<file path="src/rtl/load_unit.sv">
// Load unit: queues load requests, issues them one at a time to memd, and
// broadcasts each result with its tag on a registered write-back port.
module load_unit #(
    parameter int ADDR_W = 2,
    parameter int DATA_W = 8,
    parameter int TAG_W  = 3,
    parameter int DEPTH  = 4
) (
    input  logic                    clk,
    input  logic                    rst,
    input  logic                    req_valid,
    output logic                    req_ready,
    input  logic [ADDR_W-1:0]       req_addr,
    input  logic [TAG_W-1:0]        req_tag,
    input  logic                    flush,
    output logic                    mem_valid,
    output logic [ADDR_W-1:0]       mem_addr,
    input  logic                    mem_ready,
    input  logic                    mem_data_valid,
    input  logic [DATA_W-1:0]       mem_data,
    output logic                    wb_valid,
    output logic [TAG_W-1:0]        wb_tag,
    output logic [DATA_W-1:0]       wb_data,
    output logic [$clog2(DEPTH):0]  count
);

    localparam int PTR_W = $clog2(DEPTH);
    localparam int CNT_W = PTR_W + 1;
    localparam logic [CNT_W-1:0] DEPTH_C = CNT_W'(DEPTH);

    typedef enum logic [1:0] {
        ST_IDLE  = 2'd0,
        ST_WAIT  = 2'd1,
        ST_DRAIN = 2'd2
    } state_t;

    state_t              state_r;
    state_t              state_nxt_s;

    logic [ADDR_W-1:0]   addr_mem_r [DEPTH];
    logic [TAG_W-1:0]    tag_mem_r  [DEPTH];
    logic [PTR_W-1:0]    head_r;
    logic [PTR_W-1:0]    tail_r;
    logic [CNT_W-1:0]    count_r;

    logic [ADDR_W-1:0]   inflight_addr_r;
    logic [TAG_W-1:0]    inflight_tag_r;

    logic                wb_valid_r;
    logic [TAG_W-1:0]    wb_tag_r;
    logic [DATA_W-1:0]   wb_data_r;

    logic                req_ready_s;
    logic                push_s;
    logic                issue_s;
    logic                wb_accept_s;

    // Full blocks acceptance even when a pop happens in the same cycle.
    assign req_ready_s = (count_r < DEPTH_C);
    assign push_s      = req_valid && req_ready_s && !flush;
    // memd raises ready in its output cycle, so a WAIT load can hand over back-to-back.
    assign issue_s     = !flush && mem_ready && (count_r != {CNT_W{1'b0}}) &&
                         ((state_r == ST_IDLE) || ((state_r == ST_WAIT) && mem_data_valid));
    assign wb_accept_s = (state_r == ST_WAIT) && mem_data_valid && !flush;

    assign req_ready = req_ready_s;
    assign mem_valid = issue_s;
    // Hold the in-flight address: memd's countdown keeps reading in_addr.
    assign mem_addr  = issue_s ? addr_mem_r[head_r] : inflight_addr_r;
    assign count     = count_r;
    assign wb_valid  = wb_valid_r;
    assign wb_tag    = wb_tag_r;
    assign wb_data   = wb_data_r;

    // Request FIFO storage, pointers and occupancy.
    always_ff @(posedge clk) begin
        if (rst) begin
            head_r  <= {PTR_W{1'b0}};
            tail_r  <= {PTR_W{1'b0}};
            count_r <= {CNT_W{1'b0}};
            for (int i = 0; i < DEPTH; i++) begin
                addr_mem_r[i] <= {ADDR_W{1'b0}};
                tag_mem_r[i]  <= {TAG_W{1'b0}};
            end
        end else if (flush) begin
            head_r  <= {PTR_W{1'b0}};
            tail_r  <= {PTR_W{1'b0}};
            count_r <= {CNT_W{1'b0}};
        end else begin
            if (push_s) begin
                addr_mem_r[tail_r] <= req_addr;
                tag_mem_r[tail_r]  <= req_tag;
                tail_r             <= tail_r + PTR_W'(1);
            end
            if (issue_s) begin
                head_r <= head_r + PTR_W'(1);
            end
            case ({push_s, issue_s})
                2'b10:   count_r <= count_r + CNT_W'(1);
                2'b01:   count_r <= count_r - CNT_W'(1);
                default: count_r <= count_r;
            endcase
        end
    end

    // Next-state logic for the single-outstanding-load sequencer.
    always_comb begin
        state_nxt_s = state_r;
        case (state_r)
            ST_IDLE: begin
                if (issue_s) state_nxt_s = ST_WAIT;
                else         state_nxt_s = ST_IDLE;
            end
            ST_WAIT: begin
                if (mem_data_valid) begin
                    if (issue_s) state_nxt_s = ST_WAIT;
                    else         state_nxt_s = ST_IDLE;
                end else if (flush) begin
                    state_nxt_s = ST_DRAIN;
                end else begin
                    state_nxt_s = ST_WAIT;
                end
            end
            ST_DRAIN: begin
                if (mem_data_valid) state_nxt_s = ST_IDLE;
                else                state_nxt_s = ST_DRAIN;
            end
            default: state_nxt_s = ST_IDLE;
        endcase
    end

    // State register, in-flight record and registered write-back port.
    always_ff @(posedge clk) begin
        if (rst) begin
            state_r         <= ST_IDLE;
            inflight_addr_r <= {ADDR_W{1'b0}};
            inflight_tag_r  <= {TAG_W{1'b0}};
            wb_valid_r      <= 1'b0;
            wb_tag_r        <= {TAG_W{1'b0}};
            wb_data_r       <= {DATA_W{1'b0}};
        end else begin
            state_r <= state_nxt_s;
            if (issue_s) begin
                inflight_addr_r <= addr_mem_r[head_r];
                inflight_tag_r  <= tag_mem_r[head_r];
            end
            if (wb_accept_s) begin
                wb_valid_r <= 1'b1;
                wb_tag_r   <= inflight_tag_r;
                wb_data_r  <= mem_data;
            end else begin
                wb_valid_r <= 1'b0;
            end
        end
    end

endmodule

</file>
<file path="config.mk">
export PLATFORM = sky130hd
export DESIGN_NAME = load_unit
export DESIGN_NICKNAME = d
export VERILOG_FILES = /design/src/rtl/load_unit.sv
export SDC_FILE = /design/constraint.sdc
export NUM_CORES = 1
export LEC_CHECK = 0
export ABC_AREA = 0
export CAP_MARGIN = 5
export CELL_PAD_IN_SITES_DETAIL_PLACEMENT = 0
export CELL_PAD_IN_SITES_GLOBAL_PLACEMENT = 1
export CORE_MARGIN = 1.5
export CORE_UTILIZATION = 43
export CTS_CLUSTER_SIZE = 28
export DETAILED_ROUTE_END_ITERATION = 12
export PLACE_DENSITY_LB_ADDON = 0.1
export SKIP_CTS_REPAIR_TIMING = 1
export SLEW_MARGIN = 5
export SYNTH_ARGS = -nofsm -noshare
export SYNTH_HDL_FRONTEND = slang
export SYNTH_SLANG_ARGS = --single-unit
</file>
<file path="constraint.sdc">
create_clock -name clk -period 5.1 [get_ports clk]
set_clock_uncertainty 0.05 [all_clocks]
set_input_delay 0.765 -clock clk [delete_from_list [all_inputs] [get_ports clk]]
set_output_delay 0.765 -clock clk [all_outputs]
set_load 0.01 [all_outputs]
</file>
==> impl_metrics.py, run 1 <==
metrics = {
    "worst_setup_path": {
        "path_max_fanout": 10,
        "slowest_delay_ps": 710,
        "cp_cell_sequence": "clkdlybuf4s50_1 -> nand2b_4 -> nor4_4 -> mux2_4 -> clkdlybuf4s50_1",
        "cp-start-kind": "input port",
        "critPathCaptureType": "output pin",
        "critPathRequiredTime_ps": 4280,
        "crit_type": "input port to output pin",
        "crit_slowest_cell": "nor4_4",
        "cp_data_arrival_time_ps": 3030,
        "cp_common_cell": "clkdlybuf4s50_1",
    },
    "clock_tree": {
        "h-tree-depth": 2,
        "max-clock-path-buffers": 2,
        "cts_buffers": 5,
        "cts_tree": "built",
        "clkLatencyLatePin_ps": 300,
        "clkSlewWorstSetupHoldPaths_ps": 70,
        "clock_sinks": 48,
        "cts_root_buffer": "clkbuf_8",
    },
    "grt": {
        "grt_max_degree": 26,
        "grt_pass1_vias": 1354,
        "grt_use_total_pct": 15.84,
        "grt_remaining_overflow": 0,
        "grt_pass1_wl_um": 6230,
        "antenna_found_initial": 0,
    },
    "sta": {
        "setup_viol": 0,
        "hold_viol": 0,
        "slew_headroom_pct": 34.23,
        "finalCritPeriodShare_pct": 75.32,
        "worstMarginPinSlew_ps": 972.8,
        "tns_ps": 0,
        "drv_slew": 0,
        "max_freq_mhz": 260.3,
        "min_period_ps": 3841,
        "rsz0062_at_grt": "no",
    },
    "worst_hold_path": {
        "hold_class": "flip-flop to flip-flop",
    },
    "power_and_ir_drop": {
        "p_leak_nw": 0.8784,
        "ir_drop_mv": 0.1993,
        "power_w": 0.0006705,
        "powerDensity_nw_per_um2": 271.5,
    },
    "synth": {
        "yosys-top-cells-area": "edfxtp_1 (30%), dfxtp_1 (28%), mux4_2 (5.7%)",
        "synth_area_um2": 1977,
        "yosys_warnings": 0,
        "syn_area_per_cell_um2": 10.86,
        "seq_area_frac_synth_pct": 58.73,
        "yosysTopAreaCellShare_pct": 30.38,
        "ys_seq_elements": 48,
        "syn-num-nets": 203,
        "synthFlopType": "dfxtp_1",
        "yosysTopAreaCell": "edfxtp_1",
        "syn_inst": 182,
        "synth.distinct_cells": 31,
        "synth-edff-count": 20,
        "async_flop_share_pct": 0,
    },
    "drt": {
        "routed_wirelength_um": 3670,
        "vias": 1361,
        "drt_pass1_iterations": 4,
        "drtIter0Drc": 49,
        "wl_met3_um": 211,
        "wl_per_cell_um": 13.49,
        "met1_length_um": 1619,
        "highest_layer": "met4",
        "wl_met2_um": 1779,
        "drc_errors": 0,
        "ant_nets": 0,
        "avgViaCountPerCell": 5.004,
    },
    "placement": {
        "numPortBuffers": 37,
        "gp_congestion": 0.7564,
        "hpwl_um": 2777,
    },
    "die": {
        "core_area_um2": 4384,
        "start_util_pct": 45.09,
        "fp.dieW_um": 70.81,
        "dieArea_um2": 5013,
        "pin_count": 38,
        "die_h_um": 70.81,
        "rows": 24,
    },
    "outcome": {
        "status": "finished, final reports clean",
    },
    "final_layout": {
        "fillers": 382,
        "area_delta_synth_final_pct": 24.94,
        "fin_util_pct": 56.34,
        "antenna_cells": 0,
        "drive_gt1_share_pct": 9.091,
        "final_nets": 240,
    },
    "job": {
        "maxCapViolations": 0,
    },
}
==> final timing paths <==
path | start | to | slack, ps | cells past startpoint
hold reg to reg | wb_data[3]$_SDFFE_PP0P_ | wb_data[3]$_SDFFE_PP0P_ | 410 | 2
setup / recovery | flush | mem_addr[1] | 1260 | 5
setup reg to reg | count[2]$_SDFFE_PP0P_ | count[2]$_SDFFE_PP0P_ | 2330 | 8
hold / removal | wb_data[3]$_SDFFE_PP0P_ | wb_data[3]$_SDFFE_PP0P_ | 410 | 2
==> critical path: cells and delay by family <==
kind / cells / cell delay [ps]
mux: 1 / 360
simple gates: 2 / 910
buf+inv: 2 / 990
==> metrics by stage <==
step	setup slack (ps)	hold WS (ps)	std cells	area, um^2
after floorplan	2169	381.2	182	1977
after global placement	1321	392.1	264	2386
after detailed placement	1226	396.6	264	2386
after CTS	1224	407.4	272	2470
after global routing	1128	435.2	272	2470
final	1259	406.2	272	2470
==> Yosys cell counts, drive strengths merged, types with 2 or more instances <==
cell type	n
a21oi	13
inv	11
mux2	2
nand2b	3
mux2i	4
or2	3
nor2b	2
xnor2	2
o21bai	3
nor2	28
xor2	3
and2b	3
nor3	4
edfxtp	20
dfxtp	28
nand2	29
mux4	5
clkbuf	7
==> layout make-up <==
type | instances | area [um^2] | area share [%]
Timing Repair Buffer | 37 | 370.4 | 14.99
Sequential cell | 48 | 1161 | 47.01
Tap cell | 52 | 65.06 | 2.634
Multi-Input combinational cell | 116 | 748.2 | 30.29
Inverter | 11 | 41.29 | 1.672
Clock buffer | 6 | 72.57 | 2.938
Clock inverter | 2 | 11.26 | 0.4559
==> registers in the layout, summed over array words and instances, names as in the netlist, named ones only <==
register and cells:
addr_mem_r 8, count 3, head_r 2, inflight_addr_r 2, inflight_tag_r 3, state_r 2, tag_mem_r 12, tail_r 2
wb_data 8, wb_tag 3, wb_valid 1
==> power by group <==
group | internal (W) | switching [W] | total, W
sequential | 0.000408 | 0.00000379 | 0.000412
combinational | 0.0000252 | 0.0000212 | 0.0000463
clock | 0.0000951 | 0.000117 | 0.000212
total | 0.000528 | 0.000142 | 0.000670
==> logic make-up (layout without fill, tap and decap cells) <==
| group | after synthesis | after routing | share of synthesized area, % |
|---|---|---|---|
| XOR/XNOR | 5 | 5 | 2.216 |
| buffers and inverters | 18 | 56 | 3.418 |
| flip-flops | 48 | 48 | 58.73 |
| multiplexers | 11 | 11 | 9.241 |
| AO/OA/AOI/OAI | 20 | 20 | 6.012 |
| adder cells (fa/ha/maj) | 2 | 2 | 1.646 |
| AND/OR/NAND/NOR | 78 | 78 | 18.73 |
==> metal layers <==
layer  vias to the layer above  global-route usage, %
met5                         -                      0
met4                         0                  5.660
met3                         8                  3.561
met2                        39                  27.21
met1                       632                  19.68
li1                        682                      -
==> cell usage in the layout (no fill, tap or decap), drive strengths merged, types with 5 or more instances in the layout <==
master,synthesis,routed
a21oi,13,13
clkbuf,7,6
clkdlybuf4s50,0,37
dfxtp,28,28
edfxtp,20,20
inv,11,11
mux4,5,5
nand2,29,29
nor2,28,28
Power figures use the tool's default switching activity.
==> inputs of run 2 (changes only) <==
--- a/config.mk
+++ b/config.mk
@@ -10,7 +10,7 @@
 export CELL_PAD_IN_SITES_DETAIL_PLACEMENT = 0
 export CELL_PAD_IN_SITES_GLOBAL_PLACEMENT = 1
 export CORE_MARGIN = 1.5
-export CORE_UTILIZATION = 43
+export CORE_UTILIZATION = 40
 export CTS_CLUSTER_SIZE = 28
 export DETAILED_ROUTE_END_ITERATION = 12
 export PLACE_DENSITY_LB_ADDON = 0.1
==> constraint.sdc (replaced) <==
create_clock -name clk -period 3.65 [get_ports clk]
set_clock_uncertainty 0.05 [all_clocks]
set_input_delay 0.5475 -clock clk [delete_from_list [all_inputs] [get_ports clk]]
set_output_delay 0.5475 -clock clk [all_outputs]
set_load 0.01 [all_outputs]
==> impl_metrics.py, run 2 (synthesis gave the netlist of run 1 again) <==
metrics = {
    "outcome": {
        "status": "finished, final reports clean",
    },
    "final_layout": {
        "final_nets": 244,
        "seqCellArea_um2": 1161,
        "fillers": 433,
        "drive_gt1_share_pct": 11.16,
        "final_cell_area_um2": 2557,
        "multiInputGateArea_um2": 748.2,
        "area_delta_synth_final_pct": 29.37,
        "fin_cells": 291,
        "largest_reg_flops": 12,
        "regMostFlops": "tag_mem_r",
        "final_cell_mix": "clkdlybuf4s50_1 (37), nand2_1 (29), nor2_1 (28), dfxtp_1 (28), edfxtp_1 (20)",
        "final_common_cell": "clkdlybuf4s50_1",
        "antenna_cells": 0,
    },
    "placement": {
        "hpwl_um": 2808,
        "place_area_um2": 2435,
        "placed_cells": 283,
        "numPortBuffers": 37,
        "gp_congestion": 0.7469,
    },
    "worst_setup_path": {
        "critPathRequiredTime_ps": 3050,
        "crit_type": "input port to output pin",
        "cp-start-kind": "input port",
        "cp_data_arrival_time_ps": 2500,
        "path_max_fanout": 7,
        "r2r_cells": 8,
        "critPathCaptureType": "output pin",
    },
    "clock_tree": {
        "cts_tree": "built",
        "clkLatencyLatePin_ps": 300,
        "max-clock-path-buffers": 2,
        "clock_sinks": 48,
        "clkSlewWorstSetupHoldPaths_ps": 80,
        "h-tree-depth": 2,
        "cts_root_buffer": "clkbuf_8",
        "cts_buffers": 5,
    },
    "die": {
        "pin_count": 38,
        "dieArea_um2": 5373,
        "start_util_pct": 41.58,
        "rows": 25,
        "core_area_um2": 4755,
        "fp.dieW_um": 73.30,
        "die_h_um": 73.30,
    },
    "sta": {
        "worstMarginPinSlew_ps": 683.3,
        "setup_viol": 0,
        "max_freq_mhz": 322.9,
        "tns_ps": 0,
        "hold_viol": 0,
        "rsz0062_at_grt": "no",
        "finalCritPeriodShare_pct": 84.86,
        "min_period_ps": 3097,
        "slew_headroom_pct": 54.28,
        "drv_slew": 0,
    },
    "power_and_ir_drop": {
        "p_leak_nw": 0.9220,
        "powerDensity_nw_per_um2": 402.9,
        "power_w": 0.001030,
        "ir_drop_mv": 0.2129,
    },
    "drt": {
        "routed_wirelength_um": 3683,
        "drtIter0Drc": 41,
        "ant_nets": 0,
        "drt_pass1_iterations": 4,
        "vias": 1350,
        "avgViaCountPerCell": 4.639,
        "drc_errors": 0,
        "wl_per_cell_um": 12.66,
    },
    "worst_hold_path": {
        "holdPathStages": 2,
        "hold_class": "flip-flop to flip-flop",
    },
    "job": {
        "maxCapViolations": 0,
    },
    "grt": {
        "grt_remaining_overflow": 0,
        "grt_pass1_vias": 1297,
        "grt_pass1_wl_um": 6078,
        "antenna_found_initial": 0,
        "grt_max_degree": 26,
        "grt_use_total_pct": 15.14,
    },
}
## run 2: final timing paths
check,start,endpoint,slack [ps]
setup / recovery,flush,mem_addr[0],550
hold / removal,wb_data[4]$_SDFFE_PP0P_,wb_data[4]$_SDFFE_PP0P_,410
setup reg to reg,count[2]$_SDFFE_PP0P_,count[2]$_SDFFE_PP0P_,1230
hold reg to reg,wb_data[4]$_SDFFE_PP0P_,wb_data[4]$_SDFFE_PP0P_,410
## run 2: cell type report
type	count	share of cell area, %
Inverter	11	1.614
Clock buffer	8	4.795
Sequential cell	48	45.40
Multi-Input combinational cell	116	29.26
Tap cell	67	3.278
Timing Repair Buffer	41	15.66
## run 2: through the flow
step / hold WS, ps / worst slack (ps) / util [%]
final: 410.6 / 552.7 / 53.79
after global routing: 437.4 / 450.0 / 53.79
after CTS: 411.8 / 543.9 / 53.79
after global placement: 392.1 / 604.0 / 51.21
after floorplan: 381.2 / 936.7 / -
after detailed placement: 399.2 / 514.5 / 51.21
## run 2: critical path, cell delays in order
cell             delay [ps]
clkdlybuf4s50_1         500
nand2b_4                200
nor4_4                  430
mux2_4                  350
clkdlybuf4s50_1         480
## run 2: where the power goes
group          internal, W  switching (W)  leakage, nW
registers         0.000570     0.00000491        0.436
clock network     0.000219       0.000169       0.0618
logic            0.0000373      0.0000306        0.425
total             0.000826       0.000204        0.922
## run 2: metal layers
| layer | wire length, um | track usage (%) |
|---|---|---|
| met1 | 1599 | 18.79 |
| met2 | 1854 | 25.56 |
| met3 | 186 | 4.252 |
| met4 | 43 | 4.938 |
| met5 | 0 | 0 |
==> inputs of run 3 (changes only) <==
==> constraint.sdc (replaced) <==
create_clock -name clk -period 2.9 [get_ports clk]
set_clock_uncertainty 0.05 [all_clocks]
set_input_delay 0.435 -clock clk [delete_from_list [all_inputs] [get_ports clk]]
set_output_delay 0.435 -clock clk [all_outputs]
set_load 0.01 [all_outputs]
==> impl_metrics.py, run 3 (synthesis gave the netlist of run 1 again) <==
metrics = {
    "outcome": {
        "status": "finished, final reports clean",
    },
    "worst_setup_path": {
        "cp_data_arrival_time_ps": 2270,
        "cp-start-kind": "input port",
        "crit_type": "input port to output pin",
        "slowest_delay_ps": 490,
        "cp.depth": 5,
        "cp_common_cell": "clkdlybuf4s50_1",
        "crit_slowest_cell": "clkdlybuf4s50_1",
        "critPathRequiredTime_ps": 2410,
        "cp_num_buf_inv": 2,
        "path_delay_family": "buffers and inverters",
        "critPathCaptureType": "output pin",
        "cp_cell_sequence": "clkdlybuf4s50_1 -> nand2b_4 -> nor4_4 -> mux2_4 -> clkdlybuf4s50_1",
        "path_max_fanout": 4,
        "r2r_cells": 8,
    },
    "sta": {
        "min_period_ps": 2751,
        "setup_viol": 0,
        "fin_hold_ws_ps": 405.1,
        "hold_viol": 0,
        "setup_ws_ps": 148.9,
        "max_freq_mhz": 363.5,
        "tns_ps": 0,
        "slew_headroom_pct": 54.02,
        "worstMarginPinSlew_ps": 687.1,
        "drv_slew": 0,
        "rsz0062_at_grt": "no",
        "finalCritPeriodShare_pct": 94.87,
    },
    "grt": {
        "antenna_found_initial": 0,
        "grt_pass1_wl_um": 6403,
        "grt_use_total_pct": 15.96,
        "grt_max_degree": 20,
        "grt_remaining_overflow": 0,
        "grt_pass1_vias": 1437,
    },
    "power_and_ir_drop": {
        "p_sw_share_pct": 19.25,
        "power_frac_clock_pct": 39.2,
        "p_leak_nw": 0.9286,
        "p_int_w": 0.001075,
        "switchingPower_w": 0.0002563,
        "pwr-share-seq_pct": 54.4,
        "ir_drop_mv": 0.2228,
        "p_comb_share_pct": 6.5,
        "powerDensity_nw_per_um2": 518.1,
    },
    "clock_tree": {
        "clock_sinks": 48,
        "cts_root_buffer": "clkbuf_8",
        "cts_buffers": 5,
        "clkLatencyLatePin_ps": 300,
        "max-clock-path-buffers": 2,
        "h-tree-depth": 2,
        "cts_tree": "built",
        "clkSlewWorstSetupHoldPaths_ps": 90,
    },
    "die": {
        "fp.dieW_um": 73.30,
        "core_area_um2": 4755,
        "dieArea_um2": 5373,
        "rows": 25,
        "start_util_pct": 41.58,
        "pin_count": 38,
        "die_h_um": 73.30,
    },
    "worst_hold_path": {
        "holdPathStages": 2,
        "hold_class": "flip-flop to flip-flop",
    },
    "final_layout": {
        "seqCellArea_um2": 1161,
        "final_nets": 245,
        "final_cell_area_um2": 2570,
        "fin_cells": 292,
        "antenna_cells": 0,
        "drive_gt1_share_pct": 11.56,
        "fillers": 456,
        "largest_reg_flops": 12,
        "area_delta_synth_final_pct": 30.00,
        "final_cell_mix": "clkdlybuf4s50_1 (37), nand2_1 (29), nor2_1 (28), dfxtp_1 (28), edfxtp_1 (20)",
        "multiInputGateArea_um2": 748.2,
        "regMostFlops": "tag_mem_r",
        "final_common_cell": "clkdlybuf4s50_1",
    },
    "job": {
        "maxCapViolations": 0,
    },
    "drt": {
        "routed_wirelength_um": 3762,
        "ant_nets": 0,
        "avgViaCountPerCell": 4.661,
        "wl_per_cell_um": 12.88,
        "drtIter0Drc": 41,
        "drc_errors": 0,
        "vias": 1361,
        "drt_pass1_iterations": 3,
    },
    "placement": {
        "place_ws_ps": 12.66,
        "gp_congestion": 0.7815,
        "placed_cells": 284,
        "numPortBuffers": 37,
        "hpwl_um": 2867,
        "place_area_um2": 2442,
    },
}
## run 3: worst paths after layout
check / to / startpoint / slack (ps)
worst max-delay path: mem_addr[1] / flush / 150
worst min-delay path: wb_data[1]$_SDFFE_PP0P_ / wb_data[1]$_SDFFE_PP0P_ / 410
worst max register to register: count[2]$_SDFFE_PP0P_ / count[2]$_SDFFE_PP0P_ / 510
worst min register to register: wb_data[1]$_SDFFE_PP0P_ / wb_data[1]$_SDFFE_PP0P_ / 410
## run 3: routing by layer
layer	up-vias	wire length [um]	track usage [%]
li1	692	-	-
met1	634	1598	17.28
met2	31	1936	29.80
met3	4	177	4.664
met4	0	50	4.938
met5	-	0	0
## run 3: per-stage QoR
stage | util, % | total power (W)
2_1_floorplan | - | 0.0007802
3_3_place_gp | 51.37 | 0.0008234
3_5_place_dp | 51.37 | 0.0008266
4_1_cts | 54.05 | 0.001352
5_1_grt | 54.05 | 0.001390
6_report | 54.05 | 0.001331
## run 3: power by group through the flow
stage / Sequential [W] / Combinational [W] / Clock, W
after floorplan: 0.000738 / 0.0000426 / 0
after global placement: 0.000739 / 0.0000847 / 0
after detailed placement: 0.000740 / 0.0000866 / 0
after CTS: 0.000724 / 0.0000873 / 0.000540
after global routing: 0.000726 / 0.0000945 / 0.000570
final: 0.000724 / 0.0000862 / 0.000521
## run 3: area by class of cell
type                            count  area share [%]
Multi-Input combinational cell    116           29.11
Tap cell                           67           3.262
Clock buffer                        7           3.797
Sequential cell                    48           45.18
Clock inverter                      1           1.168
Timing Repair Buffer               42           15.87
Inverter                           11           1.607
## run 3: worst register-to-register path, cell delays in order, from the launching register on
cell     delay [ps]
dfxtp_1         440
nor3_1          130
nor4_4          390
ha_1            270
inv_1            60
fa_1            380
xor2_1          160
or3_1           310
a21oi_1         130
